File: src/rtl/spi_tx_pkg.sv
// Shared types and helpers for the SPI stream transmitter.
package spi_tx_pkg;

    // Control FSM states.
    typedef enum logic [1:0] {
        ST_INIT  = 2'd0,
        ST_IDLE  = 2'd1,
        ST_LOAD  = 2'd2,
        ST_SHIFT = 2'd3
    } state_t;

    // Word returned for an ID query ("SLA1").
    localparam logic [31:0] SLA1_ID = 32'h534C4131;

    // Leading edge: SPI clock leaves its idle level.
    function automatic logic lead_edge(input logic cpol, input logic prev, input logic cur);
        return (prev == cpol) && (cur != cpol);
    endfunction

    // Trailing edge: SPI clock returns to its idle level.
    function automatic logic trail_edge(input logic cpol, input logic prev, input logic cur);
        return (prev != cpol) && (cur == cpol);
    endfunction

    // Edge on which a new bit is presented: trailing for CPHA=0, leading for CPHA=1.
    function automatic logic drive_edge(input logic cpol, input logic cpha,
                                        input logic prev, input logic cur);
        return cpha ? lead_edge(cpol, prev, cur) : trail_edge(cpol, prev, cur);
    endfunction

endpackage

File: src/rtl/spi_tx_word_fifo.sv
// Synchronous word FIFO holding {byte-valid mask, data} entries.
// A pop and a push in the same cycle are both honoured even when full.
module spi_tx_word_fifo #(
    parameter int WIDTH = 36,
    parameter int DEPTH = 8,
    localparam int AW = $clog2(DEPTH),
    localparam int CW = AW + 1
) (
    input  logic             clock,
    input  logic             extReset,
    input  logic             push_i,
    input  logic [WIDTH-1:0] wdata_i,
    input  logic             pop_i,
    output logic [WIDTH-1:0] rdata_o,
    output logic             full_o,
    output logic             empty_o,
    output logic [CW-1:0]    count_o
);

    logic [WIDTH-1:0] mem_q [DEPTH];
    logic [AW-1:0]    wr_ptr_q;
    logic [AW-1:0]    rd_ptr_q;
    logic [CW-1:0]    count_q;
    logic             pop_ok_s;
    logic             push_ok_s;

    // Accept a pop only when data exists; a push needs space or a concurrent pop.
    always_comb begin
        pop_ok_s  = pop_i && (count_q != '0);
        push_ok_s = push_i && ((count_q != CW'(DEPTH)) || pop_ok_s);
    end

    // Storage, pointers and occupancy.
    always_ff @(posedge clock or posedge extReset) begin
        if (extReset) begin
            for (int i = 0; i < DEPTH; i++) begin
                mem_q[i] <= '0;
            end
            wr_ptr_q <= '0;
            rd_ptr_q <= '0;
            count_q  <= '0;
        end else begin
            if (push_ok_s) begin
                mem_q[wr_ptr_q] <= wdata_i;
                wr_ptr_q        <= wr_ptr_q + AW'(1);
            end
            if (pop_ok_s) begin
                rd_ptr_q <= rd_ptr_q + AW'(1);
            end
            case ({push_ok_s, pop_ok_s})
                2'b10:   count_q <= count_q + CW'(1);
                2'b01:   count_q <= count_q - CW'(1);
                default: count_q <= count_q;
            endcase
        end
    end

    assign rdata_o = mem_q[rd_ptr_q];
    assign full_o  = (count_q == CW'(DEPTH));
    assign empty_o = (count_q == '0);
    assign count_o = count_q;

endmodule

File: src/rtl/spi_stream_transmitter.sv
// SPI slave transmitter: queues byte-masked words and shifts them out
// MSB first, byte 0 first, in any CPOL/CPHA mode.
module spi_stream_transmitter #(
    parameter int BYTES      = 4,
    parameter int FIFO_DEPTH = 8,
    parameter bit CPOL       = 1'b0,
    parameter bit CPHA       = 1'b0
) (
    input  logic                        clock,
    input  logic                        extReset,
    input  logic                        sclk,
    input  logic                        cs,
    input  logic                        send,
    input  logic [8*BYTES-1:0]          send_data,
    input  logic [BYTES-1:0]            send_valid,
    input  logic                        writeMeta,
    input  logic [7:0]                  meta_data,
    input  logic                        query_id,
    input  logic                        query_dataIn,
    input  logic [31:0]                 dataIn,
    output logic                        tx,
    output logic                        busy,
    output logic                        byteDone,
    output logic                        fifo_full,
    output logic [$clog2(FIFO_DEPTH):0] fifo_count,
    output logic                        overflow
);
    import spi_tx_pkg::*;

    localparam int DATA_W  = 8 * BYTES;
    localparam int ENTRY_W = DATA_W + BYTES;
    localparam int CNT_W   = $clog2(FIFO_DEPTH) + 1;
    localparam int IDX_W   = $clog2(BYTES);

    // Synchronisers; sclk gets a third flop for edge detection.
    logic sclk_meta_q, sclk_sync_q, sclk_prev_q;
    logic cs_meta_q, cs_sync_q;

    // Control and shift state.
    state_t            state_q;
    logic [DATA_W-1:0] word_q;
    logic [BYTES-1:0]  valid_q;
    logic [7:0]        shift_q;
    logic [2:0]        bits_q;
    logic              byte_done_q;
    logic              tx_q;
    logic              busy_q;
    logic              overflow_q;

    // Combinational helpers.
    logic               push_req_s;
    logic [ENTRY_W-1:0] push_entry_s;
    logic               pop_s;
    logic [ENTRY_W-1:0] fifo_rdata_s;
    logic               fifo_full_s;
    logic               fifo_empty_s;
    logic [CNT_W-1:0]   fifo_count_s;
    logic               drive_s;
    logic               count_s;
    logic               sel_found_s;
    logic [IDX_W-1:0]   sel_idx_s;
    logic [7:0]         sel_byte_s;

    // Bring the asynchronous SPI pins into the clock domain.
    always_ff @(posedge clock or posedge extReset) begin
        if (extReset) begin
            sclk_meta_q <= CPOL;
            sclk_sync_q <= CPOL;
            sclk_prev_q <= CPOL;
            cs_meta_q   <= 1'b1;
            cs_sync_q   <= 1'b1;
        end else begin
            sclk_meta_q <= sclk;
            sclk_sync_q <= sclk_meta_q;
            sclk_prev_q <= sclk_sync_q;
            cs_meta_q   <= cs;
            cs_sync_q   <= cs_meta_q;
        end
    end

    // Push source select (send > query_id > query_dataIn) and FIFO pop request.
    always_comb begin
        push_req_s = send | query_id | query_dataIn;
        if (send) begin
            push_entry_s = {send_valid, send_data};
        end else if (query_id) begin
            push_entry_s = {{BYTES{1'b1}}, DATA_W'(SLA1_ID)};
        end else if (query_dataIn) begin
            push_entry_s = {{BYTES{1'b1}}, DATA_W'(dataIn)};
        end else begin
            push_entry_s = '0;
        end
        // A meta byte takes precedence over the queue in the same cycle.
        pop_s = (state_q == ST_IDLE) && !writeMeta && !fifo_empty_s;
    end

    // Edge events and lowest remaining valid byte of the current word.
    always_comb begin
        drive_s     = drive_edge(CPOL, CPHA, sclk_prev_q, sclk_sync_q);
        count_s     = trail_edge(CPOL, sclk_prev_q, sclk_sync_q);
        sel_found_s = 1'b0;
        sel_idx_s   = '0;
        for (int i = BYTES - 1; i >= 0; i--) begin
            sel_found_s = valid_q[i] ? 1'b1 : sel_found_s;
            sel_idx_s   = valid_q[i] ? IDX_W'(i) : sel_idx_s;
        end
        sel_byte_s = word_q[8*sel_idx_s +: 8];
    end

    spi_tx_word_fifo #(
        .WIDTH (ENTRY_W),
        .DEPTH (FIFO_DEPTH)
    ) u_fifo (
        .clock    (clock),
        .extReset (extReset),
        .push_i   (push_req_s),
        .wdata_i  (push_entry_s),
        .pop_i    (pop_s),
        .rdata_o  (fifo_rdata_s),
        .full_o   (fifo_full_s),
        .empty_o  (fifo_empty_s),
        .count_o  (fifo_count_s)
    );

    // Control FSM, byte shift engine and registered status outputs.
    always_ff @(posedge clock or posedge extReset) begin
        if (extReset) begin
            state_q     <= ST_INIT;
            word_q      <= '0;
            valid_q     <= '0;
            shift_q     <= 8'h00;
            bits_q      <= 3'd0;
            byte_done_q <= 1'b1;
            tx_q        <= 1'b1;
            busy_q      <= 1'b0;
            overflow_q  <= 1'b0;
        end else begin
            case (state_q)
                ST_INIT: begin
                    valid_q     <= '0;
                    bits_q      <= 3'd0;
                    byte_done_q <= 1'b1;
                    state_q     <= ST_IDLE;
                end
                ST_IDLE: begin
                    if (writeMeta) begin
                        shift_q     <= meta_data;
                        valid_q     <= '0;
                        bits_q      <= 3'd0;
                        byte_done_q <= 1'b0;
                        state_q     <= ST_SHIFT;
                    end else if (!fifo_empty_s) begin
                        word_q  <= fifo_rdata_s[DATA_W-1:0];
                        valid_q <= fifo_rdata_s[ENTRY_W-1:DATA_W];
                        state_q <= ST_LOAD;
                    end else begin
                        state_q <= ST_IDLE;
                    end
                end
                ST_LOAD: begin
                    if (sel_found_s) begin
                        shift_q            <= sel_byte_s;
                        valid_q[sel_idx_s] <= 1'b0;
                        bits_q             <= 3'd0;
                        byte_done_q        <= 1'b0;
                        state_q            <= ST_SHIFT;
                    end else begin
                        state_q <= ST_IDLE;
                    end
                end
                ST_SHIFT: begin
                    if (byte_done_q) begin
                        state_q <= (|valid_q) ? ST_LOAD : ST_IDLE;
                    end else begin
                        state_q <= ST_SHIFT;
                    end
                end
                default: state_q <= ST_IDLE;
            endcase

            // Shift engine: runs only with a byte in flight and cs asserted.
            if ((state_q == ST_SHIFT) && !byte_done_q) begin
                if (cs_sync_q) begin
                    // Host aborted: keep the byte, restart it from the MSB.
                    bits_q <= 3'd0;
                    tx_q   <= 1'b1;
                end else begin
                    if (!CPHA) begin
                        tx_q <= shift_q[3'd7 - bits_q];
                    end else if (drive_s) begin
                        tx_q <= shift_q[3'd7 - bits_q];
                    end else begin
                        tx_q <= tx_q;
                    end
                    if (count_s) begin
                        bits_q <= bits_q + 3'd1;
                        if (bits_q == 3'd7) begin
                            byte_done_q <= 1'b1;
                        end else begin
                            byte_done_q <= 1'b0;
                        end
                    end
                end
            end else begin
                tx_q <= 1'b1;
            end

            busy_q     <= (state_q == ST_LOAD) || (state_q == ST_SHIFT) ||
                          !fifo_empty_s || push_req_s || !byte_done_q;
            overflow_q <= overflow_q | (push_req_s && fifo_full_s && !pop_s);
        end
    end

    assign tx         = tx_q;
    assign busy       = busy_q;
    assign byteDone   = byte_done_q;
    assign fifo_full  = fifo_full_s;
    assign fifo_count = fifo_count_s;
    assign overflow   = overflow_q;

endmodule

File: config.mk
export PLATFORM = sky130hd
export DESIGN_NAME = spi_stream_transmitter
export DESIGN_NICKNAME = d
export VERILOG_FILES = /design/src/rtl/spi_tx_pkg.sv /design/src/rtl/spi_tx_word_fifo.sv /design/src/rtl/spi_stream_transmitter.sv
export SDC_FILE = /design/constraint.sdc
export NUM_CORES = 1
export LEC_CHECK = 0
export CAP_MARGIN = 20
export CORE_MARGIN = 2
export CORE_UTILIZATION = 26
export CTS_BUF_LIST = sky130_fd_sc_hd__clkbuf_2 sky130_fd_sc_hd__clkbuf_4 sky130_fd_sc_hd__clkbuf_8
export DETAILED_ROUTE_END_ITERATION = 8
export GPL_ROUTABILITY_DRIVEN = 0
export HOLD_SLACK_MARGIN = 0.1
export PLACE_DENSITY_LB_ADDON = 0.08
export SYNTH_ARGS = -nofsm -noshare
export SYNTH_HDL_FRONTEND = slang
export SYNTH_HIERARCHICAL = 1
export SYNTH_SLANG_ARGS = --single-unit
File: constraint.sdc
create_clock -name clock -period 16.1 [get_ports clock]
set_clock_uncertainty 0.15 [all_clocks]
set_input_delay 4.025 -clock clock [delete_from_list [all_inputs] [get_ports clock]]
set_output_delay 4.025 -clock clock [all_outputs]
set_load 0.005 [all_outputs]
==> results of run 1 <==
==> registers in the layout, indices dropped and copies added (netlist names) <==
signal and flops:
bits_q 3, busy 1, byteDone 1, cs_meta_q 1, cs_sync_q 1, overflow 1, sclk_meta_q 1, sclk_prev_q 1
sclk_sync_q 1, shift_q 8, state_q 2, tx 1, u_fifo/count_o 4, u_fifo/mem_q 288, u_fifo/rd_ptr_q 3, u_fifo/wr_ptr_q 3
valid_q 4, word_q 32
==> layer usage <==
metal  track usage, %  vias up
met5                0        -
met4             5.08        0
met3             2.55       58
met2             22.6      182
met1             19.5     5286
li1                 -     4461
==> cell type report <==
| cell class | count | area (sq um) | area share, % |
|---|---|---|---|
| inverter | 18 | 75.1 | 0.372 |
| tap | 855 | 1070 | 5.30 |
| timing repair buffer | 113 | 1070 | 5.32 |
| sequential | 356 | 8920 | 44.2 |
| multi-input combinational | 684 | 7540 | 37.3 |
| clock buffer | 115 | 1450 | 7.19 |
| antenna | 1 | 2.50 | 0.0124 |
| clock inverter | 8 | 47.5 | 0.236 |
==> worst max-delay path by stage <==
stage                     cells past startpoint  slack [ps]       from                             to
final                                         7        8940  writeMeta   u_fifo/mem_q[36]$_DFFE_PP0P_
after global routing                          7        8780  writeMeta   u_fifo/mem_q[45]$_DFFE_PP0P_
after CTS                                     7        8930  writeMeta   u_fifo/mem_q[55]$_DFFE_PP0P_
after detailed placement                      7        8260  writeMeta   u_fifo/mem_q[63]$_DFFE_PP0P_
after global placement                        7        8320  writeMeta   u_fifo/mem_q[39]$_DFFE_PP0P_
after floorplan                               1        3690   extReset  u_fifo/count_o[0]$_DFFE_PP0P_
==> logic make-up after synthesis <==
| group | Yosys count |
|---|---|
| DFF | 356 |
| muxes | 437 |
| buffers and inverters | 88 |
| adders and majority gates | 11 |
| xor gates and xnor gates | 5 |
| AOI/OAI and AO/OA | 115 |
| and+or+nand+nor | 116 |
==> worst register-to-register path: stages (launching register included) <==
cell and delay [ps]:
dfrtp_1 500, or4_1 300, inv_1 170, nor3b_4 190
buf_4 500, nor2b_1 260, a211oi_4 540, nand3_4 800
mux2_4 620
==> synth_stat cells, types with 4 or more instances <==
library cell / number
inv_1: 17
a22o_1: 33
nand2_1: 50
buf_2: 17
mux2_1: 7
nor3b_1: 8
o21ai_0: 20
a21oi_1: 25
clkbuf_1: 21
nor2_1: 17
o211ai_1: 8
mux4_2: 74
nor2b_1: 7
a211oi_1: 7
ha_1: 10
buf_6: 11
nand3_1: 5
buf_4: 17
nor3_1: 4
o31ai_1: 9
mux2_4: 30
mux2_2: 323
dfrtp_1: 352
dfstp_2: 4
==> power groups by stage <==
stage / registers, mW / logic [mW] / clock network, mW
after CTS: 1.61 / 1.69 / 1.01
after global placement: 1.62 / 1.66 / 0
after floorplan: 1.45 / 1.35 / 0
after detailed placement: 1.62 / 1.68 / 0
after global routing: 1.66 / 1.79 / 1.05
final: 1.60 / 1.65 / 0.966
==> run_results.csv, run 1 <==
group,metric,value,unit
critical_path,reg2reg_slack,11960,ps
clocking,ctsResizeCount,0,
sta,slew_viol_final,0,
logic_synthesis,avgSynthCellArea,15.0,sq um
sta,rsz0062_at_grt,"no",
logic_synthesis,synth_top_family_by_area,"multiplexers",
placement,preCtsSetupSlack,8260,ps
sta,hold_viol_final,0,
pwr,power_frac_seq,38.0,%
final_layout,area_growth,19.2,%
hold_path,holdCritPathClass,"reg2reg",
routing,dr_wl_met2,21900,um
critical_path,crit_type,"in2reg",
critical_path,r2r_cells,8,
clocking,cts.sinks,356,
sta,holdWs,197,ps
pwr,swShare,33.3,%
die,dieArea,67200,sq um
hold_path,holdCritStartpoint,"sclk_meta_q$_DFF_PP0_",
placement,place_hpwl,27200,um
pwr,vdd_drop_max,0.0896,mV
critical_path,cp_max_fo,48,
grt,overflow,0,
logic_synthesis,synth_edf_count,0,
logic_synthesis,synth_compound_area_share,4.91,%
die,initial_core_util,26.3,%
sta,max-slew-margin-rel,32.1,%
hold_path,whs_path_depth,0,
sta,setup_tns,0,ps
logic_synthesis,ys_ff_latch,356,
die,die_x,259,um
critical_path,reg2reg_to,"u_fifo/mem_q[36]$_DFFE_PP0P_",
die,rows,93,
grt,antenna_found_initial,2,
clocking,root_buffer,"clkbuf_8",
pwr,p_int,2.81,mW
sta,tightest_slew,1020,ps
grt,grt_use_total,14.3,%
clocking,htreeDepth,3,
sta,fin_crit_sh,44.5,%
logic_synthesis,synth_fa_ha_area_share,0.857,%
routing,drt-total-wl,46700,um
routing,wl_met1,22000,um
logic_synthesis,yosys-top-cells-area,"dfrtp_1 52%, mux2_2 21%, mux4_2 9.8%",
pwr,switching_power,1.40,mW
critical_path,arrival,7510,ps
critical_path,critPathCaptureType,"flop",
logic_synthesis,synth.distinct_cells,55,
logic_synthesis,synth_flop_cell,"dfrtp_1",
grt,grt_max_degree,121,
sta,min_period,7160,ps
pwr,clockPowerShare,22.9,%
critical_path,critPathBufInv,2,
final_layout,nFillCells,6445,
clocking,post_cts_buffers,0,
clocking,clk_latency,630,ps
sta,max_freq,0.140,GHz
grt,grt_pass1_wl,71400,um
routing,viasPerCell,4.65,
logic_synthesis,synth_xor_area_share,0.259,%
logic_synthesis,synthMuxAreaShare,34.6,%
critical_path,crit_slowest_cell,"nand3_4",
logic_synthesis,yosysTopAreaCellShare,52.0,%
clocking,hold_buffers,0,
critical_path,critPathTopFamily,"simple AND/OR/NAND/NOR gates",
logic_synthesis,ys_seq_area_share,52.6,%
die,io_pins,93,
placement,io_buffers,92,
final_layout,fin_util,31.3,%
pwr,power.density,209,nW/um^2
logic_synthesis,synthesis.nets,1223,
final_layout,fin_nets,1340,
routing,final_antenna_net_count,0,
logic_synthesis,ys_warn_count,6,
routing,drt-wirelength-per-cell,21.7,um
logic_synthesis,synthCells,1128,
die,die_h,259,um
sta,setup_violations,0,
die,coreArea,64500,sq um
placement,dp.cells,2023,
sta,setup_ws,8940,ps
grt,grt_pass1_vias,10800,
critical_path,crit_required,16460,ps
final_layout,drive_gt1_share,46.4,%
critical_path,r2r_start,"u_fifo/count_o[0]$_DFFE_PP0P_",
logic_synthesis,yosysTopAreaCell,"dfrtp_1",
clocking,clk_pin_slew,50,ps
routing,drt-initial-drc-count,470,
routing,drc_errors,0,
pwr,p_total,4.22,mW
clocking,clockBufferDepth,3,
placement,dpl_cell_area,18700,sq um
routing,wl_met3,1740,um
outcome,status,"complete, no violations",
clocking,cts_buffers,72,
pwr,p_leak,8.59,nW
final_layout,layoutNonFillerInstCount,2150,
pwr,p_comb_share,39.1,%
final_layout,postLayoutCellArea,20200,sq um
final_layout,final_common_cell,"dfrtp_1",
critical_path,cp-start-kind,"input port",
logic_synthesis,syn_area,16900,sq um
routing,drtPass1Iterations,4,
routing,dr.max_layer_used,"met4",
final_layout,mostFrequentLayoutCells,"349 x dfrtp_1, 323 x mux2_2, 94 x clkbuf_8, 91 x clkdlybuf4s50_1, 74 x mux4_2",
routing,vias,9987,
critical_path,slowest_delay,800,ps
hold_path,whs_endpoint,"sclk_sync_q$_DFF_PP0_",
flow_run,cap_violations,0,
logic_synthesis,synth_simple_gate_area_share,3.77,%
clocking,cts_tree,"done",
logic_synthesis,async_flop_share,100,%
critical_path,crit_chain,"clkdlybuf4s50_1 -> nor3b_4 -> buf_4 -> nor2b_1 -> a211oi_4 -> nand3_4 -> mux2_4",
Note: power is estimated with default switching activity, not from simulation.
==> run 2, diff against run 1 <==
Clock period 16.1 ns to 6.85 ns, I/O delays scaled along.
==> run_results.csv, run 2 (synthesis gave the netlist of run 1 again) <==
group,metric,value,unit
grt,grt_pass1_wl,72200,um
placement,io_buffers,92,
die,io_pins,93,
die,die_h,259,um
critical_path,reg2reg_slack,3160,ps
clocking,hold_buffers,0,
clocking,clockBufferDepth,3,
clocking,root_buffer,"clkbuf_8",
sta,max-slew-margin-rel,21.2,%
die,initial_core_util,26.3,%
routing,final_antenna_net_count,0,
pwr,power_frac_seq,37.2,%
sta,rsz0062_at_grt,"no",
routing,drt-wirelength-per-cell,22.1,um
grt,grt_max_degree,136,
critical_path,reg2reg_to,"u_fifo/mem_q[150]$_DFFE_PP0P_",
routing,drt-initial-drc-count,481,
clocking,cts.sinks,356,
critical_path,critPathCaptureType,"flop",
pwr,power.density,489,nW/um^2
clocking,clk_pin_slew,50,ps
outcome,status,"complete, no violations",
hold_path,whs_path_depth,0,
pwr,vdd_drop_max,0.156,mV
placement,preCtsSetupSlack,1270,ps
final_layout,nFillCells,6476,
critical_path,slowest_delay,960,ps
sta,setup_tns,0,ps
grt,grt_use_total,14.6,%
critical_path,crit_slowest_cell,"nor3_1",
pwr,clockPowerShare,22.9,%
hold_path,whs_endpoint,"sclk_sync_q$_DFF_PP0_",
pwr,p_leak,8.63,nW
final_layout,largest_reg_flops,288,
clocking,clk_latency,640,ps
final_layout,mostFrequentLayoutCells,"349 x dfrtp_1, 323 x mux2_2, 91 x clkdlybuf4s50_1, 89 x clkbuf_8, 74 x mux4_2",
routing,viasPerCell,4.64,
final_layout,reg.largest.list,"u_fifo/mem_q: 288 flops, word_q: 32 flops, shift_q: 8 flops",
final_layout,fin_nets,1345,
critical_path,cp_max_fo,19,
sta,min_period,5000,ps
routing,vias,10000,
critical_path,r2r_cells,8,
die,die_x,259,um
routing,drtPass1Iterations,4,
sta,setup_ws,1850,ps
routing,drc_errors,0,
clocking,ctsResizeCount,0,
sta,setup_violations,0,
routing,drt-total-wl,47600,um
final_layout,top_register,"u_fifo/mem_q",
critical_path,cp-start-kind,"input port",
flow_run,cap_violations,0,
die,dieArea,67200,sq um
critical_path,arrival,5340,ps
final_layout,area_growth,19.7,%
pwr,swShare,33.2,%
critical_path,crit_chain,"clkdlybuf4s50_1 -> nor3_1 -> inv_1 -> inv_2 -> a21oi_4 -> nand3_2 -> buf_4 -> mux2_2",
hold_path,holdCritStartpoint,"sclk_meta_q$_DFF_PP0_",
die,coreArea,64500,sq um
sta,fin_crit_sh,72.9,%
placement,place_hpwl,29000,um
grt,antenna_found_initial,3,
grt,overflow,0,
final_layout,drive_gt1_share,46.7,%
clocking,htreeDepth,3,
sta,hold_viol_final,0,
sta,tightest_slew,1170,ps
clocking,post_cts_buffers,0,
sta,slew_viol_final,0,
clocking,cts_tree,"done",
clocking,cts_buffers,71,
critical_path,critPathBufInv,4,
pwr,switching_power,3.29,mW
sta,max_freq,0.200,GHz
critical_path,crit_required,7200,ps
critical_path,crit_type,"in2reg",
die,rows,93,
critical_path,critPathTopFamily,"simple AND/OR/NAND/NOR gates",
pwr,p_int,6.62,mW
final_layout,final_common_cell,"dfrtp_1",
hold_path,holdCritPathClass,"reg2reg",
critical_path,r2r_start,"u_fifo/count_o[0]$_DFFE_PP0P_",
grt,grt_pass1_vias,10800,
pwr,p_comb_share,39.9,%
## run 2: changes by cell type in the layout (fill, tap and decap cells not counted)
cell,previous run,this run
clkbuf_8,94,89
buf_4,18,19
inv_6,0,1
inv_8,1,2
clkbuf_4,24,31
clkinvlp_4,3,4
buf_12,0,4
buf_6,0,1
clkinv_2,5,1
## run 2: worst register-to-register path: cells and delay by family (launching register included)
family,cells,cell delay (ps)
AO/OA/AOI/OAI,1,180
AND/OR/NAND/NOR,4,1810
buffers and inverters,2,600
multiplexers,1,360
flip-flops,1,460
## run 2: worst max path at each step
stage	slack (ps)	cells after the start	startpoint	to
after floorplan	1030	1	extReset	u_fifo/count_o[0]$_DFFE_PP0P_
after global placement	1260	8	query_dataIn	u_fifo/mem_q[149]$_DFFE_PP0P_
after detailed placement	1270	8	query_dataIn	u_fifo/mem_q[178]$_DFFE_PP0P_
after CTS	1970	8	query_dataIn	u_fifo/mem_q[149]$_DFFE_PP0P_
after global routing	1720	8	query_dataIn	u_fifo/mem_q[149]$_DFFE_PP0P_
final	1850	8	query_dataIn	u_fifo/mem_q[150]$_DFFE_PP0P_
## run 2: stage by stage
| step | hold slack [ps] | area (sq um) | power, mW | std cells | utilization (%) |
|---|---|---|---|---|---|
| 2_1_floorplan | 181 | 16900 | 6.58 | 1128 | - |
| 6_report | 205 | 20300 | 9.92 | 2157 | 31.4 |
| 3_5_place_dp | 188 | 18700 | 7.79 | 2029 | 29.1 |
| 3_3_place_gp | 195 | 18700 | 7.73 | 2025 | 29.0 |
| 5_1_grt | 215 | 20300 | 10.6 | 2157 | 31.4 |
| 4_1_cts | 206 | 20200 | 10.1 | 2153 | 31.4 |
## run 2: power by group through the flow
stage	Sequential, mW	Combinational (mW)	Clock (mW)
CTS	3.70	4.07	2.37
finish	3.69	3.96	2.27
detailed placement	3.73	4.05	0
global route	3.82	4.31	2.46
global placement	3.73	4.00	0
floorplan	3.41	3.17	0
## run 2: area by class of cell
cell class              count  area [sq um]  area share, %
multi-input cells         684          7540           37.2
repair buffers            119          1170           5.78
well taps                 855          1070           5.28
clock buffers             117          1440           7.08
inverters                  18          71.3          0.352
flip-flops and latches    356          8920           44.0
diodes                      1          2.50         0.0123
clock inverters             7          58.8          0.290
## run 2: metal layers
metal,vias to the layer above,share of wire (%),GRT usage [%]
li1,4462,-,-
met1,5285,48,20.6
met2,180,45,22.3
met3,78,3.6,2.81
met4,0,2.6,4.77
met5,-,0,0
==> RTL change (settings of run 1) <==
Set the parameter `BYTES` to 2 (it was 4).
--- a/src/rtl/spi_stream_transmitter.sv
+++ b/src/rtl/spi_stream_transmitter.sv
@@ -1,7 +1,7 @@
 // SPI slave transmitter: queues byte-masked words and shifts them out
 // MSB first, byte 0 first, in any CPOL/CPHA mode.
 module spi_stream_transmitter #(
-    parameter int BYTES      = 4,
+    parameter int BYTES      = 2,
     parameter int FIFO_DEPTH = 8,
     parameter bit CPOL       = 1'b0,
     parameter bit CPHA       = 1'b0
Interface: changed (resized send_data and send_valid); port bits go from 93 to 75. No check against the original RTL was run, so the function may have changed too.
==> RTL change against run 1 <==
Power is 50% lower. Register-to-register slack better by 0.38 ns. Highest routed layer unchanged. Sequential share of layout area is 0.29 points higher. Clock power is 65% lower. Synthesized area is 44% lower. Worst setup slack better by 0.10 ns. Cell area is 46% lower. Utilization is 1.2 points lower. Sequential cell count is 162 lower. Wire length is 48% lower.
==> RTL change: results (changes against run 1) <==
STA
  • Slew @ Worst Pin: 0.9846 ns (-0.03202 ns)
  • Hold_ws: 0.2131 ns (+0.01635 ns)
  • Min Tclk post-route: 7.054 ns (-0.1027 ns)

Global routing
  • Initial antenna violation count: 0 (-2)
  • Vias in the first global route: 6152 (-43%)
  • Met3 Usage GRT: 2.383% (-0.16 points)

Finish
  • Multi-input combinational area share: 39.50% (+2.2 points)
  • Synth-to-layout area growth: 14.73%
  • Register fraction of the total cell area: 44.50% (+0.29 points)
  • Share of cells above drive strength 1: 39.46% (-6.9 points)
  • Largest registers: u_fifo/mem_q: 144 flops, word_q: 16 flops, shift_q: 8 flops
  • Multi-input combinational gate total: 390 (-43%)
  • Fillers: 3590 (-44%)

Clock network
  • Worst-Skew Late Latency: 0.48 ns (-0.15 ns)
  • Clock-pin slew on the worst setup and hold paths: 0.10 ns (+0.05 ns)
  • H-tree Lvls: 4 (+1)

Power
  • Comb group: 0.896 mW (-46%)
  • P_sw: 0.7155 mW (-49%)
  • Clock Power Share: 16.0% (-6.9 points)

Critical path
  • Worst setup path end: u_fifo/mem_q[81]$_DFFE_PP0P_
  • CP peak stage delay: 0.91 ns (+0.11 ns)
  • FF-to-FF Start: u_fifo/count_o[2]$_DFFE_PP0P_
  • CP startpoint: send

Drt
  • Iter 0 DRT Violations: 235 (-50%)

Synth
  • Synthesized flop and latch total: 194 (-46%)
  • Post-synthesis mux area share: 32.09% (-2.5 points)
  • Synthesized area: 9525 sq um (-44%)

Placement
  • I/O Buffers: 58 (-37%)
  • Placed insts: 1138 (-44%)
  • DP HPWL: 15280 um (-44%)

Run status
  • Outcome: completed

Hold path
  • Hold Crit Endpoint: cs_sync_q$_DFF_PP1_
-- RTL change: changes by cell type in the layout (fill, tap and decap cells not counted), moves of 8 or more --
| cell | before | now |
|---|---|---|
| mux2_2 | 323 | 150 |
| dfrtp_1 | 349 | 189 |
| clkbuf_8 | 94 | 17 |
| mux4_2 | 74 | 37 |
| nand2_1 | 50 | 14 |
| clkdlybuf4s50_1 | 91 | 58 |
| clkbuf_4 | 24 | 2 |
| a22o_1 | 33 | 12 |
| a21oi_1 | 25 | 11 |
| and3b_1 | 0 | 8 |
| o211ai_1 | 8 | 0 |
-- RTL change: layer usage --
metal	share of wire (%)	wire [um]	vias up
met1	44	10880	2968
met5	0	0	-
met2	52	12640	68
li1	-	-	2470
met3	2.3	569	21
met4	1.5	360	0
-- RTL change: cells by family after synthesis --
family / after synthesis
buf+inv: 56
mux: 226
fa+ha+maj: 11
simple gates: 75
flops: 194
xor+xnor: 7
compound gates: 71
